$ cat src/rtl/uart_tx_frame_if.sv
// Handshake and serial-line bundle for uart_tx_frame.
// The master side offers words; the slave side (the transmitter) drives the line.
interface uart_tx_frame_if #(
    parameter int DATA_BITS = 8
);
    logic                 i_valid;
    logic [DATA_BITS-1:0] i_data;
    logic                 o_ready;
    logic                 o_txd;
    logic                 o_busy;
    logic                 o_done;

    modport master (
        output i_valid, i_data,
        input  o_ready, o_txd, o_busy, o_done
    );

    modport slave (
        input  i_valid, i_data,
        output o_ready, o_txd, o_busy, o_done
    );
endinterface

$ cat src/rtl/uart_tx_frame.sv
// Configurable asynchronous serial transmitter: start, 5-9 data bits LSB first,
// optional even/odd parity, 1 or 2 stop bits, with an internal baud divider.
module uart_tx_frame #(
    parameter int CLK_DIV   = 16,
    parameter int DATA_BITS = 8,
    parameter int PARITY    = 0,
    parameter int STOP_BITS = 1
) (
    input logic             i_clk,
    input logic             i_reset,
    uart_tx_frame_if.slave  bus
);
    generate
        if (CLK_DIV < 2) begin : g_bad_div
            $error("uart_tx_frame: CLK_DIV must be >= 2");
        end
        if (DATA_BITS < 5 || DATA_BITS > 9) begin : g_bad_data
            $error("uart_tx_frame: DATA_BITS must be 5..9");
        end
        if (PARITY < 0 || PARITY > 2) begin : g_bad_par
            $error("uart_tx_frame: PARITY must be 0, 1 or 2");
        end
        if (STOP_BITS < 1 || STOP_BITS > 2) begin : g_bad_stop
            $error("uart_tx_frame: STOP_BITS must be 1 or 2");
        end
    endgenerate

    localparam int CW = $clog2(CLK_DIV);
    localparam int IW = $clog2(DATA_BITS);
    localparam logic [CW-1:0] CNT_MAX  = CW'(CLK_DIV - 1);
    localparam logic [IW-1:0] IDX_LAST = IW'(DATA_BITS - 1);
    localparam logic          STP_LAST = 1'(STOP_BITS - 1);
    localparam logic          PAR_INV  = (PARITY == 2);

    typedef enum logic [2:0] {IDLE, START, DATA, PAR, STOP} state_e;

    state_e               state_q, state_d;
    logic [CW-1:0]        cnt_q, cnt_d;
    logic [IW-1:0]        idx_q, idx_d;
    logic                 stp_q, stp_d;
    logic [DATA_BITS-1:0] sr_q, sr_d;
    logic                 par_q, par_d;
    logic                 txd_q, txd_d;

    logic bit_end, last_stop, ready, accept;

    assign bit_end   = (state_q != IDLE) && (cnt_q == CNT_MAX);
    assign last_stop = (state_q == STOP) && bit_end && (stp_q == STP_LAST);
    assign ready     = (state_q == IDLE) || last_stop;
    assign accept    = bus.i_valid && ready;

    assign bus.o_ready = ready;
    assign bus.o_txd   = txd_q;
    assign bus.o_busy  = (state_q != IDLE);
    assign bus.o_done  = last_stop;

    always_ff @(posedge i_clk or posedge i_reset) begin
        if (i_reset) begin
            state_q <= IDLE;
            cnt_q   <= '0;
            idx_q   <= '0;
            stp_q   <= 1'b0;
            sr_q    <= '0;
            par_q   <= 1'b0;
            txd_q   <= 1'b1;
        end else begin
            state_q <= state_d;
            cnt_q   <= cnt_d;
            idx_q   <= idx_d;
            stp_q   <= stp_d;
            sr_q    <= sr_d;
            par_q   <= par_d;
            txd_q   <= txd_d;
        end
    end

    always_comb begin
        state_d = state_q;
        cnt_d   = (state_q == IDLE || bit_end) ? '0 : cnt_q + 1'b1;
        idx_d   = idx_q;
        stp_d   = stp_q;
        sr_d    = sr_q;
        par_d   = par_q;
        txd_d   = txd_q;
        // Word load is shared by IDLE and the final stop bit so frames abut.
        if (accept) begin
            state_d = START;
            txd_d   = 1'b0;
            sr_d    = bus.i_data;
            par_d   = (^bus.i_data) ^ PAR_INV;
        end else begin
            case (state_q)
                START: if (bit_end) begin
                    state_d = DATA;
                    txd_d   = sr_q[0];
                    sr_d    = sr_q >> 1;
                    idx_d   = '0;
                end
                DATA: if (bit_end) begin
                    if (idx_q == IDX_LAST) begin
                        if (PARITY != 0) begin
                            state_d = PAR;
                            txd_d   = par_q;
                        end else begin
                            state_d = STOP;
                            txd_d   = 1'b1;
                            stp_d   = 1'b0;
                        end
                    end else begin
                        idx_d = idx_q + 1'b1;
                        txd_d = sr_q[0];
                        sr_d  = sr_q >> 1;
                    end
                end
                PAR: if (bit_end) begin
                    state_d = STOP;
                    txd_d   = 1'b1;
                    stp_d   = 1'b0;
                end
                STOP: if (bit_end) begin
                    if (stp_q != STP_LAST) begin
                        stp_d = stp_q + 1'b1;
                    end else begin
                        state_d = IDLE;
                    end
                end
                default: ;
            endcase
        end
    end
endmodule

$ cat src/flat_wrapper.sv
// flat-port wrapper written by rule: the top's interface ports become plain ports
module uart_tx_frame_flat 
#(
    parameter int CLK_DIV   = 16,
    parameter int DATA_BITS = 8,
    parameter int PARITY    = 0,
    parameter int STOP_BITS = 1
)
  (i_clk, i_reset, bus_i_valid, bus_i_data, bus_o_ready, bus_o_txd, bus_o_busy, bus_o_done);
  uart_tx_frame_if #(.DATA_BITS(DATA_BITS)) bus_i ();
  input logic i_clk;
  input logic i_reset;
  input wire logic [$bits(bus_i.i_valid)-1:0] bus_i_valid;
  input wire logic [$bits(bus_i.i_data)-1:0] bus_i_data;
  output wire logic [$bits(bus_i.o_ready)-1:0] bus_o_ready;
  output wire logic [$bits(bus_i.o_txd)-1:0] bus_o_txd;
  output wire logic [$bits(bus_i.o_busy)-1:0] bus_o_busy;
  output wire logic [$bits(bus_i.o_done)-1:0] bus_o_done;
  assign bus_i.i_valid = bus_i_valid;
  assign bus_i.i_data = bus_i_data;
  assign bus_o_ready = bus_i.o_ready;
  assign bus_o_txd = bus_i.o_txd;
  assign bus_o_busy = bus_i.o_busy;
  assign bus_o_done = bus_i.o_done;
  uart_tx_frame #(.CLK_DIV(CLK_DIV), .DATA_BITS(DATA_BITS), .PARITY(PARITY), .STOP_BITS(STOP_BITS)) u_core (.i_clk(i_clk), .i_reset(i_reset), .bus(bus_i));
endmodule
$ cat config.mk
export PLATFORM = sky130hd
export DESIGN_NAME = uart_tx_frame_flat
export DESIGN_NICKNAME = d
export VERILOG_FILES = /design/src/rtl/uart_tx_frame_if.sv /design/src/rtl/uart_tx_frame.sv /design/src/flat_wrapper.sv
export SDC_FILE = /design/constraint.sdc
export NUM_CORES = 1
export LEC_CHECK = 0
export BUFFER_PORTS_ARGS = -buffer_cell sky130_fd_sc_hd__buf_2
export CAP_MARGIN = 20
export CORE_ASPECT_RATIO = 1.1
export CORE_UTILIZATION = 60
export CTS_CLUSTER_SIZE = 10
export DETAILED_ROUTE_END_ITERATION = 12
export GPL_TIMING_DRIVEN = 0
export PLACE_DENSITY = 0.9
export SLEW_MARGIN = 10
export SYNTH_ARGS = -nofsm -noshare
export SYNTH_HDL_FRONTEND = slang
export SYNTH_SLANG_ARGS = --single-unit
$ cat constraint.sdc
create_clock -name i_clk -period 5.38 [get_ports i_clk]
set_clock_uncertainty 0.05 [all_clocks]
set_input_delay 0.538 -clock i_clk [delete_from_list [all_inputs] [get_ports i_clk]]
set_output_delay 0.538 -clock i_clk [all_outputs]
set_load 0.05 [all_outputs]
==> results.tsv <==
stage	metric	value	unit
outcome	outcome	finished, violations left	
outcome	violations	DRC	
global_route	grt_max_degree	20	
floorplan	fp.dieArea	2070	um^2
logic_synthesis	synth_top_area_share	39.6	%
drt	wl	2390	um
power	internal_power	0.361	mW
power	power.density	502	nW/um^2
clock_network	cts_root_buffer	clkbuf_4	
cells_and_area	drive_above_1_share	30.3	%
logic_synthesis	synth.top_cells.by_area	dfrtp_1 (40%), o311ai_2 (10%), o211ai_1 (9.9%)	
logic_synthesis	synth_warnings	0	
min_path	hp-class	in2async	
sta	tightest_slew	734	ps
drt	via_per_inst	6.28	
logic_synthesis	synth_nets	115	
critical_path	r2r-end	u_core.idx_q[1]$_DFFE_PP0P_	
logic_synthesis	async_flop_share	100	%
clock_network	htree_levels	1	
clock_network	postCtsSetupBuffers	0	
clock_network	cts.hold.buffers_added	0	
logic_synthesis	synth.cell_area	1140	um^2
logic_synthesis	ys_types	34	
cells_and_area	final_util	70.4	%
global_route	grt_util_all_layers	25.4	%
sta	hold_violations	0	
sta	rsz0062_at_grt	no	
power	p_seq_share	39.3	%
floorplan	die_y	47.6	um
place	place.detailed.hpwl	1670	um
cells_and_area	syn2layout_area_growth	10.5	%
floorplan	std_cell_rows	16	
clock_network	cts_tree	built	
power	clkPwrFrac	11.9	%
logic_synthesis	synth_flop_cell	dfrtp_1	
sta	max_freq	389	MHz
sta	setup_slack	2810	ps
logic_synthesis	syn_inst	101	
clock_network	numCtsBuffers	3	
cells_and_area	insertedDiodeCount	0	
cells_and_area	fillers	125	
clock_network	clk_pin_slew	110	ps
critical_path	worst-path-max-fanout	10	
logic_synthesis	ys_ff_latch	19	
clock_network	cts_resized	0	
logic_synthesis	synth_top_area_cell	dfrtp_1	
clock_network	clk-insertion-delay-late	300	ps
floorplan	core	1780	um^2
place	gp_congestion	0.779	
logic_synthesis	synth_edf_count	0	
clock_network	cts_sinks	19	
logic_synthesis	synth-seq-area-share	42.0	%
power	peakVddDrop	0.000362	V
critical_path	cp-start-kind	flip-flop	
critical_path	regToRegStartpoint	u_core.idx_q[0]$_DFFE_PP0P_	
place	place_ws	3190	ps
drt	first_pass_iters	8	
global_route	grt_overflow_total	0	
floorplan	fp.dieW	43.5	um
floorplan	io_pins	15	
sta	fin_crit	2570	ps
logic_synthesis	synth_common_cells	dfrtp_1 (18), o211ai_1 (15), inv_1 (11)	
sta	fin_crit_sh	47.8	%
place	numPortBuffers	14	
floorplan	start_util	63.8	%
drt	avgRoutedWirePerCell	17.4	um
sta	whs	289	ps
sta	drv_slew	0	
power	p_switching	0.269	mW
critical_path	reg2reg_depth	6	
critical_path	r2r_slack	3280	ps
power	swShare	42.8	%
drt	initialDrtViolationCount	22	
critical_path	crit_chain	ha_1 > and3_1 > clkbuf_1 > and3_1 > buf_2	
critical_path	slowest_delay	400	ps
critical_path	cp.required	4790	ps
critical_path	worstSetupPathType	reg2out	
drt	dr_total_vias	861	
sta	relSlewSlack	51.0	%
critical_path	crit_slowest_cell	dfrtp_1	
clock_network	clock_path_buffers	2	
sta	tns	0	ps
logic_synthesis	yosysMostFrequentCell	dfrtp_1	
critical_path	worstSetupEndpointType	primary output	
drt	ant_nets	0	
global_route	grt_pass1_wl	3770	um
flow_run	max-cap-violations	0	
global_route	grt_pass1_vias	808	
global_route	antenna_found_initial	0	
drt	drc	2	
critical_path	cpMostUsedCell	and3_1	
sta	setup_viol	0	
critical_path	worstPathArrival	1980	ps
power	power_frac_comb	48.8	%
logic_synthesis	avgSynthCellArea	11.2	um^2
cells_and_area	finalNetCount	134	
power	leakagePower	0.575	nW
per-layer routing:
metal | routed length (um) | global-route usage (%)
met5 | 0 | 0
met4 | 21 | 10.0
met3 | 86 | 2.26
met2 | 1230 | 43.9
met1 | 1050 | 33.7
critical path, delay by kind of cell (launching register included):
kind          cells  cell delay (ps)
fa+ha+maj         1              250
buf+inv           2              630
flops             1              400
simple gates      2              390
flip-flops by register name, summed over array words and instances, names as in the netlist:
register and flops:
u_core.sr_q 8, u_core.cnt_q 4, u_core.idx_q 3, u_core.state_q 3, u_core.bus.o_txd 1
stage by stage:
stage | cell area, um^2 | total power, mW | std cells
after CTS | 1250 | 0.628 | 137
after detailed placement | 1230 | 0.554 | 133
after global placement | 1230 | 0.537 | 133
after floorplan | 1140 | 0.488 | 101
final | 1250 | 0.630 | 137
after global routing | 1250 | 0.674 | 137
final cells by class:
cell class	instances	area [um^2]	share of cell area, %
well taps	18	22.5	1.79
inverters	11	41.3	3.29
plain buffers	7	46.3	3.69
repair buffers	14	70.1	5.58
multi-input cells	64	572	45.6
clock buffers	4	26.3	2.09
flip-flops and latches	19	477	38.0
power by group through the flow:
stage,logic [mW],registers [mW],clock network (mW)
2_1_floorplan,0.237,0.251,0
3_3_place_gp,0.291,0.246,0
3_5_place_dp,0.304,0.249,0
4_1_cts,0.307,0.247,0.0742
5_1_grt,0.339,0.255,0.0798
6_report,0.307,0.248,0.0751
worst max path at each step:
stage | to | slack (ps) | depth (start not counted) | from
final | bus_o_done | 2810 | 5 | u_core.cnt_q[0]$_DFF_PP0_
after CTS | bus_o_done | 2840 | 5 | u_core.cnt_q[0]$_DFF_PP0_
after global placement | bus_o_done | 3200 | 5 | u_core.cnt_q[0]$_DFF_PP0_
after floorplan | bus_o_ready | 2840 | 3 | u_core.cnt_q[0]$_DFF_PP0_
after global routing | bus_o_done | 2720 | 5 | u_core.cnt_q[0]$_DFF_PP0_
after detailed placement | bus_o_done | 3190 | 5 | u_core.cnt_q[0]$_DFF_PP0_
cell families (layout without fill, tap and decap cells):
kind of cell | count (synthesis) | count (layout) | share of synthesized area, %
flops | 19 | 19 | 42.0
buf+inv | 18 | 36 | 7.71
compound gates | 36 | 36 | 29.2
mux | 3 | 3 | 3.63
fa+ha+maj | 3 | 3 | 3.30
simple gates | 20 | 20 | 12.7
xor+xnor | 2 | 2 | 1.54
cells in the final DEF, fill, tap and decap left out, types with 3 or more instances in the layout:
| master | synthesis | routed |
|---|---|---|
| dfrtp_1 | 18 | 18 |
| clkbuf_4 | 0 | 3 |
| o22ai_1 | 3 | 3 |
| buf_2 | 1 | 15 |
| nor2_1 | 4 | 4 |
| and3_1 | 5 | 5 |
| o311ai_2 | 7 | 7 |
| clkbuf_1 | 3 | 4 |
| inv_1 | 11 | 11 |
| o211ai_1 | 15 | 15 |
| ha_1 | 3 | 3 |
Note: power is estimated with default switching activity, not from simulation.
